$ cat config.mk
export PLATFORM = sky130hd
export DESIGN_NAME = ps2_key_decoder
export DESIGN_NICKNAME = d
export VERILOG_FILES = /design/src/rtl/ps2_key_decoder_pkg.sv /design/src/rtl/ps2_key_decoder_evt_fifo.sv /design/src/rtl/ps2_key_decoder.sv
export SDC_FILE = /design/constraint.sdc
export NUM_CORES = 1
export LEC_CHECK = 0
export CORE_MARGIN = 2
export CORE_UTILIZATION = 58
export CTS_CLUSTER_SIZE = 30
export DETAILED_ROUTE_END_ITERATION = 6
export HOLD_SLACK_MARGIN = 0.1
export PLACE_DENSITY = 0.8
export SLEW_MARGIN = 20
export SYNTH_ARGS = -nofsm -noshare
export SYNTH_HDL_FRONTEND = slang
export SYNTH_HIERARCHICAL = 1
export SYNTH_SLANG_ARGS = --single-unit
$ cat constraint.sdc
create_clock -name clk -period 6.9 [get_ports clk]
set_input_delay 1.725 -clock clk [delete_from_list [all_inputs] [get_ports clk]]
set_output_delay 1.725 -clock clk [all_outputs]
set_load 0.005 [all_outputs]
$ cat src/rtl/ps2_key_decoder_pkg.sv
// Shared definitions for the PS/2 key decoder: scan-code constants,
// the decoded event record and the fetch-state encoding.
package ps2_key_decoder_pkg;

    localparam logic [7:0] PS2_EXT    = 8'hE0;
    localparam logic [7:0] PS2_BRK    = 8'hF0;
    localparam logic [7:0] PS2_PAUSE  = 8'hE1;
    localparam logic [7:0] PS2_BAT    = 8'hAA;
    localparam logic [7:0] PS2_ACK    = 8'hFA;
    localparam logic [7:0] PS2_RESEND = 8'hFE;
    localparam logic [7:0] PS2_ERR0   = 8'h00;
    localparam logic [7:0] PS2_ERRF   = 8'hFF;

    typedef struct packed {
        logic       ext;
        logic       brk;
        logic [7:0] code;
    } ps2_evt_t;

    typedef enum logic {
        FETCH = 1'b0,
        WAIT  = 1'b1
    } fetch_state_t;

endpackage

$ cat src/rtl/ps2_key_decoder_evt_fifo.sv
// First-word-fall-through event FIFO. A push into a full FIFO is accepted
// only when a pop frees a slot in the same cycle; otherwise drop_o flags it.
module ps2_evt_fifo #(
    parameter int unsigned DEPTH = 4,
    parameter int unsigned WIDTH = 10
) (
    input  logic                   clk,
    input  logic                   rst_n,
    input  logic                   push_i,
    input  logic [WIDTH-1:0]       data_i,
    input  logic                   pop_i,
    output logic [WIDTH-1:0]       data_o,
    output logic                   valid_o,
    output logic [$clog2(DEPTH):0] count_o,
    output logic                   drop_o
);

    localparam int unsigned AW = $clog2(DEPTH);

    logic [WIDTH-1:0] mem_q [DEPTH];
    logic [AW-1:0]    wr_ptr_q;
    logic [AW-1:0]    rd_ptr_q;
    logic [AW:0]      count_q;
    logic             empty;
    logic             full;
    logic             do_pop;
    logic             do_push;

    assign empty   = (count_q == '0);
    assign full    = (count_q == (AW+1)'(DEPTH));
    assign do_pop  = pop_i & ~empty;
    assign do_push = push_i & (~full | do_pop);
    assign drop_o  = push_i & ~do_push;

    always_ff @(posedge clk or negedge rst_n) begin
        if (!rst_n) begin
            wr_ptr_q <= '0;
            rd_ptr_q <= '0;
            count_q  <= '0;
        end else begin
            if (do_push) wr_ptr_q <= wr_ptr_q + AW'(1);
            if (do_pop)  rd_ptr_q <= rd_ptr_q + AW'(1);
            count_q <= count_q + (AW+1)'(do_push) - (AW+1)'(do_pop);
        end
    end

    always_ff @(posedge clk) begin
        if (do_push) mem_q[wr_ptr_q] <= data_i;
    end

    assign data_o  = mem_q[rd_ptr_q];
    assign valid_o = ~empty;
    assign count_o = count_q;

endmodule

$ cat src/rtl/ps2_key_decoder.sv
// PS/2 scan-code decoder: fetches bytes from ps2_if, folds E0/F0/E1 prefixes
// into key events, filters typematic repeats and queues events for a consumer.
module ps2_key_decoder
    import ps2_key_decoder_pkg::*;
#(
    parameter int unsigned EVT_DEPTH   = 4,
    parameter int unsigned DROP_REPEAT = 1,
    parameter int unsigned PREFIX_TO   = 50000
) (
    input  logic                       clk,
    input  logic                       rst,
    input  logic                       fifo_empty,
    input  logic [7:0]                 fifo_data,
    output logic                       fifo_rd,
    output logic                       evt_valid,
    input  logic                       evt_ready,
    output logic [7:0]                 evt_code,
    output logic                       evt_ext,
    output logic                       evt_break,
    output logic [$clog2(EVT_DEPTH):0] evt_count,
    output logic                       overflow,
    input  logic                       clr_ovf,
    output logic                       err
);

    localparam int unsigned TW = $clog2(PREFIX_TO + 1);

    logic [1:0]   rst_sync_q;
    logic         run;
    fetch_state_t state_q, state_d;
    logic         byte_vld;
    logic         ext_q, ext_d;
    logic         brk_q, brk_d;
    logic [2:0]   skip_q, skip_d;
    logic [TW-1:0] to_q, to_d;
    logic         err_q, err_d;
    logic         ovf_q, ovf_d;
    logic         lm_ext_q, lm_ext_d;
    logic         lm_vld_q, lm_vld_d;
    logic [7:0]   lm_code_q, lm_code_d;
    logic         cand_vld;
    ps2_evt_t     cand;
    ps2_evt_t     head;
    logic         push;
    logic         drop;

    // Assertion is immediate; release reaches the FSM two clocks later.
    always_ff @(posedge clk or negedge rst) begin
        if (!rst) rst_sync_q <= '0;
        else      rst_sync_q <= {rst_sync_q[0], 1'b1};
    end
    assign run = rst_sync_q[1];

    always_comb begin
        state_d = state_q;
        fifo_rd = 1'b0;
        case (state_q)
            FETCH: begin
                if (run && !fifo_empty) begin
                    fifo_rd = 1'b1;
                    state_d = WAIT;
                end
            end
            WAIT:    state_d = FETCH;
            default: state_d = FETCH;
        endcase
    end

    assign byte_vld = (state_q == WAIT);

    always_comb begin
        ext_d    = ext_q;
        brk_d    = brk_q;
        skip_d   = skip_q;
        to_d     = to_q;
        err_d    = 1'b0;
        cand_vld = 1'b0;
        cand     = {ext_q, brk_q, fifo_data};
        if (byte_vld) begin
            to_d = '0;
            if (skip_q != 3'd0) begin
                skip_d = skip_q - 3'd1;
            end else if (fifo_data == PS2_EXT) begin
                ext_d = 1'b1;
            end else if (fifo_data == PS2_BRK) begin
                brk_d = 1'b1;
            end else if (fifo_data == PS2_PAUSE) begin
                cand_vld = 1'b1;
                cand     = {1'b1, 1'b0, PS2_PAUSE};
                ext_d    = 1'b0;
                brk_d    = 1'b0;
                skip_d   = 3'd7;
            end else if (fifo_data == PS2_ERR0 || fifo_data == PS2_ERRF) begin
                ext_d = 1'b0;
                brk_d = 1'b0;
                err_d = 1'b1;
            end else if ((fifo_data == PS2_BAT || fifo_data == PS2_ACK ||
                          fifo_data == PS2_RESEND) && !ext_q && !brk_q) begin
                cand_vld = 1'b0;
            end else begin
                cand_vld = 1'b1;
                ext_d    = 1'b0;
                brk_d    = 1'b0;
            end
        end else if (ext_q || brk_q || skip_q != 3'd0) begin
            if (to_q == TW'(PREFIX_TO - 1)) begin
                to_d   = '0;
                ext_d  = 1'b0;
                brk_d  = 1'b0;
                skip_d = 3'd0;
                err_d  = 1'b1;
            end else begin
                to_d = to_q + TW'(1);
            end
        end else begin
            to_d = '0;
        end
    end

    // A matching break re-arms the filter so the next press of that key passes.
    always_comb begin
        lm_ext_d  = lm_ext_q;
        lm_code_d = lm_code_q;
        lm_vld_d  = lm_vld_q;
        push      = 1'b0;
        if (cand_vld) begin
            if (DROP_REPEAT == 0) begin
                push = 1'b1;
            end else if (!cand.brk) begin
                if (!(lm_vld_q && lm_ext_q == cand.ext && lm_code_q == cand.code)) begin
                    push      = 1'b1;
                    lm_ext_d  = cand.ext;
                    lm_code_d = cand.code;
                    lm_vld_d  = 1'b1;
                end
            end else begin
                push = 1'b1;
                if (lm_ext_q == cand.ext && lm_code_q == cand.code) lm_vld_d = 1'b0;
            end
        end
    end

    assign ovf_d = (ovf_q & ~clr_ovf) | drop;

    always_ff @(posedge clk or negedge rst) begin
        if (!rst) begin
            state_q   <= FETCH;
            ext_q     <= 1'b0;
            brk_q     <= 1'b0;
            skip_q    <= 3'd0;
            to_q      <= '0;
            err_q     <= 1'b0;
            ovf_q     <= 1'b0;
            lm_ext_q  <= 1'b0;
            lm_code_q <= 8'h00;
            lm_vld_q  <= 1'b0;
        end else begin
            state_q   <= state_d;
            ext_q     <= ext_d;
            brk_q     <= brk_d;
            skip_q    <= skip_d;
            to_q      <= to_d;
            err_q     <= err_d;
            ovf_q     <= ovf_d;
            lm_ext_q  <= lm_ext_d;
            lm_code_q <= lm_code_d;
            lm_vld_q  <= lm_vld_d;
        end
    end

    ps2_evt_fifo #(
        .DEPTH (EVT_DEPTH),
        .WIDTH ($bits(ps2_evt_t))
    ) u_evt_fifo (
        .clk     (clk),
        .rst_n   (rst),
        .push_i  (push),
        .data_i  (cand),
        .pop_i   (evt_ready),
        .data_o  (head),
        .valid_o (evt_valid),
        .count_o (evt_count),
        .drop_o  (drop)
    );

    assign evt_code  = head.code;
    assign evt_ext   = head.ext;
    assign evt_break = head.brk;
    assign overflow  = ovf_q;
    assign err       = err_q;

endmodule

* Yosys cells after proc, flatten, opt, wreduce, memory -nomap -nowiden
Memory sizes are Yosys's and may differ from the RTL's.
Index checks and enable logic that the tools add are counted.
Widths: inputs -> output; s select.
** Operators by class
- $add $sub $neg :: 6
- Equal/unequal tests :: 21
- Multiplexer cells :: 54
- Bitwise operators :: 13
- Reductions and logical operators :: 24
** Operators with widths (number)
- $eq 8x8->1 const B :: 7
- $mux 10 :: 5
- $mux 16 :: 3
- $mux 1 :: 38
- $mux 3 :: 7
- $add 16x1->16 const B :: 1
- $eq 16x16->1 const B :: 1
- $reduce_and 5->1 :: 3
- $ne 5x5->1 const B :: 2
- $ne 3x3->1 const B :: 3
- $eq 8x8->1 :: 1
- $logic_not 8->1 :: 1
- $not 1->1 :: 7
- $logic_and 1x1->1 :: 6
- $ne 2x2->1 const B :: 3
- $reduce_and 3->1 :: 2
- $logic_or 1x1->1 :: 5
- $add 2x1->2 const B :: 2
- $and 1x1->1 :: 4
- $reduce_bool 2->1 :: 2
- $add 3x1->3 :: 1
- $eq 3x3->1 const B :: 1
- $logic_not 1->1 :: 3
- $logic_not 3->1 :: 1
- other kinds (8) :: 9
** Storage, ports and cells
- Register bits :: 43
- RAM bits :: 40
- Input port bits :: 13
- Memories kept :: 1
** Memories
- u_evt_fifo.mem_q :: depth 4, bits a word 10, read ports 1, clocked after Yosys merged registers in 0, wr ports 1, line ps2_key_decoder_evt_fifo.sv:20 : logic [WIDTH-1:0] mem_q [DEPTH];

* Logic depth before layout (Yosys ltp)
Gate-level depths: netlist of run 1.
- Depth after elaboration :: 17
- Mapped depth :: 14
- Depth with buffers taken out :: 14

* Modules after synthesis
Netlist of run 1, hierarchy kept.
** Modules (own cells, without submodules)
- ps2_key_decoder :: times used 1, cells an instance 189, area an instance 1974.4 µm², seq. area each 900.9 µm²
- ps2_evt_fifo :: times used 1, cells an instance 88, area an instance 1873.0 µm², seq. area each 1376.3 µm²

* Worst setup path before layout of run 1
No wires, ideal clock.
- Path type :: in2reg
- Start point :: input port fifo_data[4]
- End point :: register u_evt_fifo.count_q[2] (netlist: u_evt_fifo/count_o[2])
- Library setup time :: 125 ps
- Data arrival time :: 4562 ps
- Setup slack :: 2213 ps
- Cell stages on the path :: 13
- Path through :: buf_6 -> or4_4 -> o311ai_1 -> a311oi_4 -> a31oi_1 -> nor2b_2 -> inv_1 -> ha_1 -> inv_1 -> ha_1 -> fa_1 -> xor2_1 -> xnor2_1
** Between the ends
- Longest elaborated chain between the ends :: 16
- Elaborated cells between the ends (all ways) :: 35
** Ends and longest elaborated chain
- start: declaration :: line ps2_key_decoder.sv:13 : input logic [7:0] fifo_data,
- parallel branches: the longest is 12 deep, another holds $mux 10
- $mux 1 (*) :: line ps2_key_decoder.sv:126 : if (cand_vld) begin
- named net push :: line ps2_key_decoder.sv:44 : logic push;
- $and 1x1->1 (*) :: line ps2_key_decoder_evt_fifo.sv:32 : assign do_push = push_i & (~full | do_pop);
- $add 3x1->3 (*) :: line ps2_key_decoder_evt_fifo.sv:43 : count_q <= count_q + (AW+1)'(do_push) - (AW+1)'(do_pop);
- $sub 3x1->3 (*) :: line ps2_key_decoder_evt_fifo.sv:43
- end signal: assignment :: line ps2_key_decoder_evt_fifo.sv:43
- end: declaration :: line ps2_key_decoder_evt_fifo.sv:23 : logic [AW:0] count_q;
Mark *: on every way through the listed nets, which the timed path passes.
A chain may end at the register's enable or synchronous reset.

* Final worst setup path of run 1
Same ends and word-level chain as after synthesis.

==> results of run 1 <==
path summary, 6_finish.rpt:
check,endpoint,cells past startpoint,startpoint
max in group asynchronous,lm_code_q[2],2,rst
hold reg to reg,rst_sync_q[1],0,rst_sync_q[0]
hold / removal,rst_sync_q[1],0,rst_sync_q[0]
setup reg to reg,u_evt_fifo/count_o[2],14,skip_q[0]
min in group asynchronous,to_q[13],1,rst
setup / recovery,u_evt_fifo/count_o[2],13,fifo_data[4]
kinds of logic after synthesis:
logic type	synth area share, %
fa+ha+maj	3.45
simple gates	11.9
flops	59.2
xor+xnor	6.15
compound gates	5.46
mux	9.76
buf+inv	4.00
other cells	0.0975
layer usage:
layer	wire (um)	global-route usage [%]	part of all wire, %	up-vias
li1	-	-	-	1042
met1	2950	26.1	46	1082
met2	3090	29.8	49	34
met3	204	5.06	3.2	10
met4	102	7.36	1.6	0
met5	0	0	0	-
sequential cells by signal (all words and copies together), names as in the netlist:
name / flops
lm_code_q: 8
to_q: 16
ext_q: 1
skip_q: 3
byte_vld: 1
err: 1
u_evt_fifo/wr_ptr_q: 2
brk_q: 1
u_evt_fifo/rd_ptr_q: 2
lm_vld_q: 1
lm_ext_q: 1
u_evt_fifo/mem_q: 40
overflow: 1
u_evt_fifo/count_o: 3
rst_sync_q: 2
worst max-delay path, stage by stage:
cell and delay, ns:
clkdlybuf4s50_1 0.64, or4_4 0.66, o311ai_1 0.38, a311oi_4 0.17
a31oi_1 0.22, nor2b_2 0.31, inv_1 0.08, ha_1 0.28
inv_1 0.04, ha_1 0.20, fa_1 0.39, xor2_1 0.17
xnor2_1 0.13
power by group through the flow:
stage | logic, W | registers (W) | clock network (W)
6_report | 0.000437 | 0.000690 | 0.000362
5_1_grt | 0.000482 | 0.000706 | 0.000390
4_1_cts | 0.000441 | 0.000692 | 0.000370
3_5_place_dp | 0.000440 | 0.000702 | 0
3_3_place_gp | 0.000423 | 0.000698 | 0
2_1_floorplan | 0.000319 | 0.000661 | 0
metrics by stage:
| stage | utilization [%] | setup slack, ns | hold slack (ns) | cells | area [um2] |
|---|---|---|---|---|---|
| final | 68.2 | 1.74 | 0.354 | 384 | 4360 |
| after global routing | 68.2 | 1.57 | 0.360 | 384 | 4360 |
| after CTS | 67.9 | 1.76 | 0.358 | 383 | 4340 |
| after detailed placement | 64.6 | 1.39 | 0.345 | 367 | 4130 |
| after global placement | 64.6 | 1.52 | 0.337 | 367 | 4130 |
| after floorplan | - | 2.21 | 0.331 | 277 | 3850 |
final cells by class:
type | count | area, um2
clock buffers | 9 | 124
clock inverters | 7 | 85.1
fillers | 449 | 2030
inverters | 14 | 52.6
multi-input cells | 164 | 1420
flip-flops and latches | 83 | 2280
well taps | 77 | 96.3
repair buffers | 30 | 305
synth_stat cells (4+ instances only):
| cell | instances |
|---|---|
| inv_1 | 14 |
| and2_2 | 5 |
| dfrtp_1 | 43 |
| nand2_1 | 9 |
| nor2_1 | 20 |
| clkbuf_1 | 8 |
| edfxtp_1 | 40 |
| o21ai_0 | 6 |
| nand3_1 | 10 |
| xnor2_1 | 19 |
| a21oi_1 | 5 |
| ha_1 | 9 |
| mux2_4 | 10 |
| xor2_1 | 8 |
| mux4_2 | 10 |
| and3_1 | 5 |
| nor2b_1 | 4 |
| nand4_1 | 7 |
==> impl_metrics.ini, run 1 <==
[outcome]
status = completed

[power_and_ir_drop]
p_sw_w = 0.000448
seqPwrFrac_pct = 46.4
switching_share_pct = 30.1
power.density_nw_per_um2 = 342
internal_power_w = 0.00104
p_leak_nw = 1.67
peakVddDrop_uv = 182
power_w = 0.00149
pwr-share-comb_pct = 29.3
clock_power_share_pct = 24.3

[timing]
slew_headroom_pct = 53.8
fin_crit_ns = 5.16
skew_ns = 0.0140
rsz0062_at_grt = false
final-hold-violation-count = 0
drv_slew = 0
fin_crit_sh_pct = 74.8
max_freq_mhz = 194
fin_setup_tns_ns = 0
tightest_slew_ns = 0.692
setup_viol = 0

[floorplanning]
rows = 29
die_h_um = 85.4
io_pins = 30
dieArea_um2 = 7300
start_util_pct = 60.2
dieWidth_um = 85.4
coreArea_um2 = 6390

[logic_synthesis]
synth_largest_area_cell = edfxtp_1
synth_area_leaders = edfxtp_1, dfrtp_1, mux4_2
synth-seq-cells = 83
synth_top_area_share_pct = 31.2
synth_area_um2 = 3850
synth-edff-count = 40
synth_nets = 300
ys_types = 50
ys.flop_type = dfrtp_1
avgSynthCellArea_um2 = 13.9
async_reset_ff_share_pct = 51.8
yosysSeqAreaShare_pct = 59.2
netlist_instances = 277
ys_warn_count = 6

[grt]
grt_first_pass_wirelength_mm = 10.5
grt-ovfl-total = 0
antenna_found_initial = 0
grt_use_total_pct = 19.2
grt_pass1_vias = 2135
grt_start_max_net_pins = 44

[route]
route.detailed.drc = 0
via_per_inst = 5.65
wl_per_cell_um = 16.5
first_iter_violations = 117
drt_pass1_iterations = 4
ant_nets = 0
drt-total-wl_mm = 6.35
num_vias = 2168

[critical_path]
worstPathArrival_ns = 5.40
worstSetupStartpointType = input pin
endpoint_kind = flip-flop
path_max_fanout = 13
r2r_slack_ns = 3.42
cp.required_ns = 7.14
crit_type = in -> reg

[flow_run]
cap_violations = 0

[cts]
hold_buffers = 0
cts_made_buffers = 9
htree_levels = 3
cts.sink_count = 83
cts_root_buf = clkbuf_8
clock_path_buffers = 2
clk_pin_slew_ns = 0.09
tritoncts = built
cts.repair.resized = 0
clk_latency_ns = 0.36
cts_setup_buffers = 0

[final_layout]
syn_to_final_growth_pct = 13.2
layout_common_cells = dfrtp_1, edfxtp_1, clkdlybuf4s50_1
final_layout_size_suffix_gt1_share_pct = 17.6
final_net_count = 325
antenna_cells = 0
layout_commonest_cell = dfrtp_1

[worst_hold_path]
hold_path.class = reg -> reg

[placement]
gp_congestion = 0.857
dp_hpwl_mm = 4.31
port_buffers = 29
Power figures use the tool's default switching activity.
==> run 2, diff against run 1 <==
- CORE_UTILIZATION: 58 -> 52
- PLACE_DENSITY: 0.8 -> 0.76
- clock period: 6.9 -> 4.5 ns (I/O delays scaled with it)
==> impl_metrics.ini, run 2 (synthesis gave the netlist of run 1 again) <==
[grt]
grt_use_total_pct = 18.5
grt_start_max_net_pins = 44
grt_first_pass_wirelength_mm = 11.6
busiest_layer = met2
grt-ovfl-total = 0
grt_pass1_vias = 2348
antenna_found_initial = 0
grt_util_met2_pct = 29.9
use_met3_pct = 4.95
use_met1_pct = 24.0

[timing]
fin_crit_sh_pct = 90.9
rsz0062_at_grt = false
fin_hold_ws_ns = 0.359
slew_headroom_pct = 52.1
fin_setup_tns_ns = 0
final-hold-violation-count = 0
drv_slew = 0
tightest_slew_ns = 0.713
setup_viol = 0
fin_crit_ns = 4.09
skew_ns = 0.0124
max_freq_mhz = 244

[critical_path]
worstSetupStartpointType = input pin
critPathLaunch = fifo_data[4]
crit_type = in -> reg
worstPathArrival_ns = 4.34
path_max_fanout = 5
regToRegStartpoint = skip_q[0]
endpoint_kind = flip-flop
cp.required_ns = 4.75

[final_layout]
syn_to_final_growth_pct = 14.6
final_net_count = 334
top_register = u_evt_fifo/mem_q
final_cells = 415
antenna_cells = 0
reg_top3 = u_evt_fifo/mem_q (40), to_q (16), lm_code_q (8)
largest_reg_flops = 40
layout_common_cells = dfrtp_1, edfxtp_1, clkdlybuf4s50_1
layout_commonest_cell = dfrtp_1
final_layout_size_suffix_gt1_share_pct = 19.9

[outcome]
status = completed

[power_and_ir_drop]
peakVddDrop_uv = 278
power.density_nw_per_um2 = 502
p_leak_nw = 1.68

[cts]
cts.sink_count = 83
cts_made_buffers = 9
cts.repair.resized = 0
clk_latency_ns = 0.35
htree_levels = 3
hold_buffers = 0
tritoncts = built
clk_pin_slew_ns = 0.09
cts_root_buf = clkbuf_8
cts_setup_buffers = 0
clock_path_buffers = 2

[placement]
gp_congestion = 0.837
port_buffers = 29
dp_hpwl_mm = 4.62
placed_cells = 399

[floorplanning]
coreArea_um2 = 7210
dieArea_um2 = 8100
dieWidth_um = 90.0
die_h_um = 90.0
rows = 31
io_pins = 30
start_util_pct = 53.3

[route]
num_vias = 2225
ant_nets = 0
first_iter_violations = 115
wl_per_cell_um = 16.1
route.detailed.drc = 0
drt_pass1_iterations = 4
drt-total-wl_mm = 6.70
via_per_inst = 5.36

[worst_hold_path]
hold_path.class = reg -> reg
hold_start = rst_sync_q[0]

[flow_run]
cap_violations = 0
==> run 2: through the flow <==
step,power [W],utilization [%],area (um2),setup slack [ns]
2_1_floorplan,0.00150,-,3850,0.413
3_3_place_gp,0.00173,58.6,4230,0.105
3_5_place_dp,0.00176,58.6,4230,0.0155
4_1_cts,0.00224,61.1,4410,0.403
5_1_grt,0.00236,61.1,4410,0.237
6_report,0.00221,61.1,4410,0.408
==> run 2: metal layers <==
metal | routed length (um) | share of wire [%] | vias to the layer above
met5 | 0 | 0 | -
met2 | 3290 | 49 | 51
met1 | 2940 | 44 | 1096
met4 | 153 | 2.3 | 0
met3 | 320 | 4.8 | 14
li1 | - | - | 1064
==> run 2: power breakdown <==
part | total [W] | switching [W] | internal [W]
Combinational | 0.000673 | 0.000261 | 0.000412
Sequential | 0.00106 | 0.000141 | 0.000923
Clock | 0.000477 | 0.000275 | 0.000202
Total | 0.00221 | 0.000677 | 0.00154
==> run 2: critical path: stages <==
cell and delay, ns:
clkdlybuf4s50_1 0.46, or4_4 0.59, o311ai_1 0.41, a311oi_4 0.18, a31oi_1 0.21, nor2b_2 0.17, inv_1 0.05, ha_1 0.26
inv_1 0.04, ha_1 0.18, fa_1 0.38, xor2_1 0.16, xnor2_1 0.13
==> run 2: layout make-up <==
type / count / area (um2)
Sequential cell: 83 / 2280
Tap cell: 99 / 124
Clock inverter: 7 / 52.6
Inverter: 14 / 52.6
Fill cell: 588 / 2810
Clock buffer: 9 / 124
Timing Repair Buffer: 39 / 363
Multi-Input combinational cell: 164 / 1420
==> run 2: final timing paths <==
| path | to | slack, ns | cells after the start |
|---|---|---|---|
| worst max-delay path | u_evt_fifo/count_o[2] | 0.41 | 13 |
| worst min-delay path | rst_sync_q[1] | 0.36 | 0 |
| worst max register to register | u_evt_fifo/count_o[2] | 1.22 | 14 |
| worst min register to register | rst_sync_q[1] | 0.36 | 0 |
| max in group asynchronous | to_q[1] | 3.37 | 1 |
| min in group asynchronous | to_q[11] | 0.76 | 1 |
==> edit (config.mk and constraints of run 2) <==
`DROP_REPEAT`: 1 -> 0.
--- a/src/rtl/ps2_key_decoder.sv
+++ b/src/rtl/ps2_key_decoder.sv
@@ -5,5 +5,5 @@
 #(
     parameter int unsigned EVT_DEPTH   = 4,
-    parameter int unsigned DROP_REPEAT = 1,
+    parameter int unsigned DROP_REPEAT = 0,
     parameter int unsigned PREFIX_TO   = 50000
 ) (
Behaviour: not the same (Yosys sat finds a counterexample within 10 cycles, from zero or initial values and one cycle with rst low).
==> edit against run 2 <==
- design area decreased by 13%
- largest power group unchanged
- area after synthesis down 15%
- setup slack gained 110 ps
- core utilization is 2.2 points higher
- synthesized cell count is 13% lower
- clock skew fell by 3.2 ps
- wire length fell by 12%
- sequential cell count decreased by 10
- sequential share of layout area rose by 1.5 points
- total power is 17% lower
- global-route usage decreased by 0.52 points
==> edit: results <==
export IMPL_status="finished, final reports clean"
export IMPL_grt_use_total_pct=18.0
export IMPL_clk_pin_slew_worst_paths_ps=70
export IMPL_leakagePower_nw=1.46
export IMPL_cp_arrival_ps=4200
export IMPL_first_pass_iters=4
export IMPL_wirelength_um=5890
export IMPL_synth_common_cells="edfxtp_1 (40), dfrtp_1 (33), nor2_1 (15)"
export IMPL_clock_path_buffers=2
export IMPL_io_buffers=29
export IMPL_instances_no_fill=347
export IMPL_vias=1957
export IMPL_crit_family="simple AND/OR/NAND/NOR gates"
export IMPL_dp_cells=331
export IMPL_dr_first_iter_drc_count=175
export IMPL_cts_resized=0
export IMPL_peakVddDrop_mv=0.291
export IMPL_worst_pin_slew_ps=682
export IMPL_fin_skew_ps=9.17
export IMPL_cts_buffers=9
export IMPL_path_max_fanout=7
export IMPL_routabilityCongestion=0.825
export IMPL_place_ws_ps=187
export IMPL_diodes=0
export IMPL_cts_setup_buffers=0
export IMPL_reg_top3="u_evt_fifo/mem_q (40), to_q (16)"
export IMPL_synthesis_nets=263
export IMPL_dp_hpwl_um=3960
export IMPL_final_nets=290
export IMPL_synth_area_leaders="edfxtp_1 (37%), dfrtp_1 (25%), mux4_2 (6.9%), ha_1 (3.4%), xor2_1 (2.9%)"
export IMPL_min_path_type="flop to flop"
export IMPL_synth_ff_type="edfxtp_1"
export IMPL_synth_area_per_cell_um2=13.7
export IMPL_multi_input_area_um2=1130
export IMPL_synth_distinct_cells=48
export IMPL_yosys_warnings=6
export IMPL_cts_root_buf="clkbuf_8"
export IMPL_n_fill_cell=458
export IMPL_async_flop_share_pct=45.2
export IMPL_crit_slowest_cell="clkdlybuf4s50_1"
export IMPL_overflow=0
export IMPL_synth_seq_area_share_pct=61.7
export IMPL_slowest_delay_ps=510
export IMPL_drive_above_1_share_pct=15.8
export IMPL_synth_edf_count=40
export IMPL_placed_area_um2=3620
export IMPL_clkLatencyLatePin_ps=330
export IMPL_htree_levels=3
export IMPL_grt_antenna_before_repair=0
export IMPL_grt_pass1_wl_um=9830
export IMPL_grt_max_degree=34
## edit: layer usage
layer | share of wire (%) | track usage (%)
met1 | 47 | 25.3
met2 | 47 | 27.9
met3 | 3.9 | 4.15
met4 | 1.3 | 6.01
met5 | 0 | 0
## edit: kinds of logic after synthesis
kind of cell / Yosys count / synth area share, %
fa+ha+maj: 10 / 4.04
compound gates: 25 / 5.41
xor+xnor: 16 / 4.27
buf+inv: 31 / 3.92
other cells: 1 / 0.114
simple gates: 73 / 13.2
flops: 73 / 61.7
mux: 11 / 7.31
## edit: cell type report
| type | count | share of cell area [%] |
|---|---|---|
| Tap cell | 75 | 2.46 |
| Clock buffer | 9 | 3.24 |
| Multi-Input combinational cell | 136 | 29.6 |
| Inverter | 14 | 1.38 |
| Timing Repair Buffer | 33 | 8.39 |
| Sequential cell | 73 | 53.1 |
| Clock inverter | 7 | 1.87 |
## edit: worst paths after layout
path / cells past startpoint / slack [ps] / to / from
worst max-delay path: 13 / 520 / u_evt_fifo/count_o[2] / fifo_data[1]
worst min-delay path: 0 / 360 / rst_sync_q[1] / rst_sync_q[0]
worst min register to register: 0 / 360 / rst_sync_q[1] / rst_sync_q[0]
max in group asynchronous: 2 / 2990 / skip_q[0] / rst
min in group asynchronous: 2 / 1200 / to_q[13] / rst
worst max register to register: 14 / 1240 / u_evt_fifo/count_o[2] / skip_q[1]
## edit: where the power goes
part	switching (mW)	internal [mW]	total, mW	leakage, nW
Clock	0.244	0.255	0.499	0.0912
Combinational	0.163	0.285	0.448	0.585
Sequential	0.113	0.782	0.895	0.789
Total	0.520	1.32	1.84	1.46
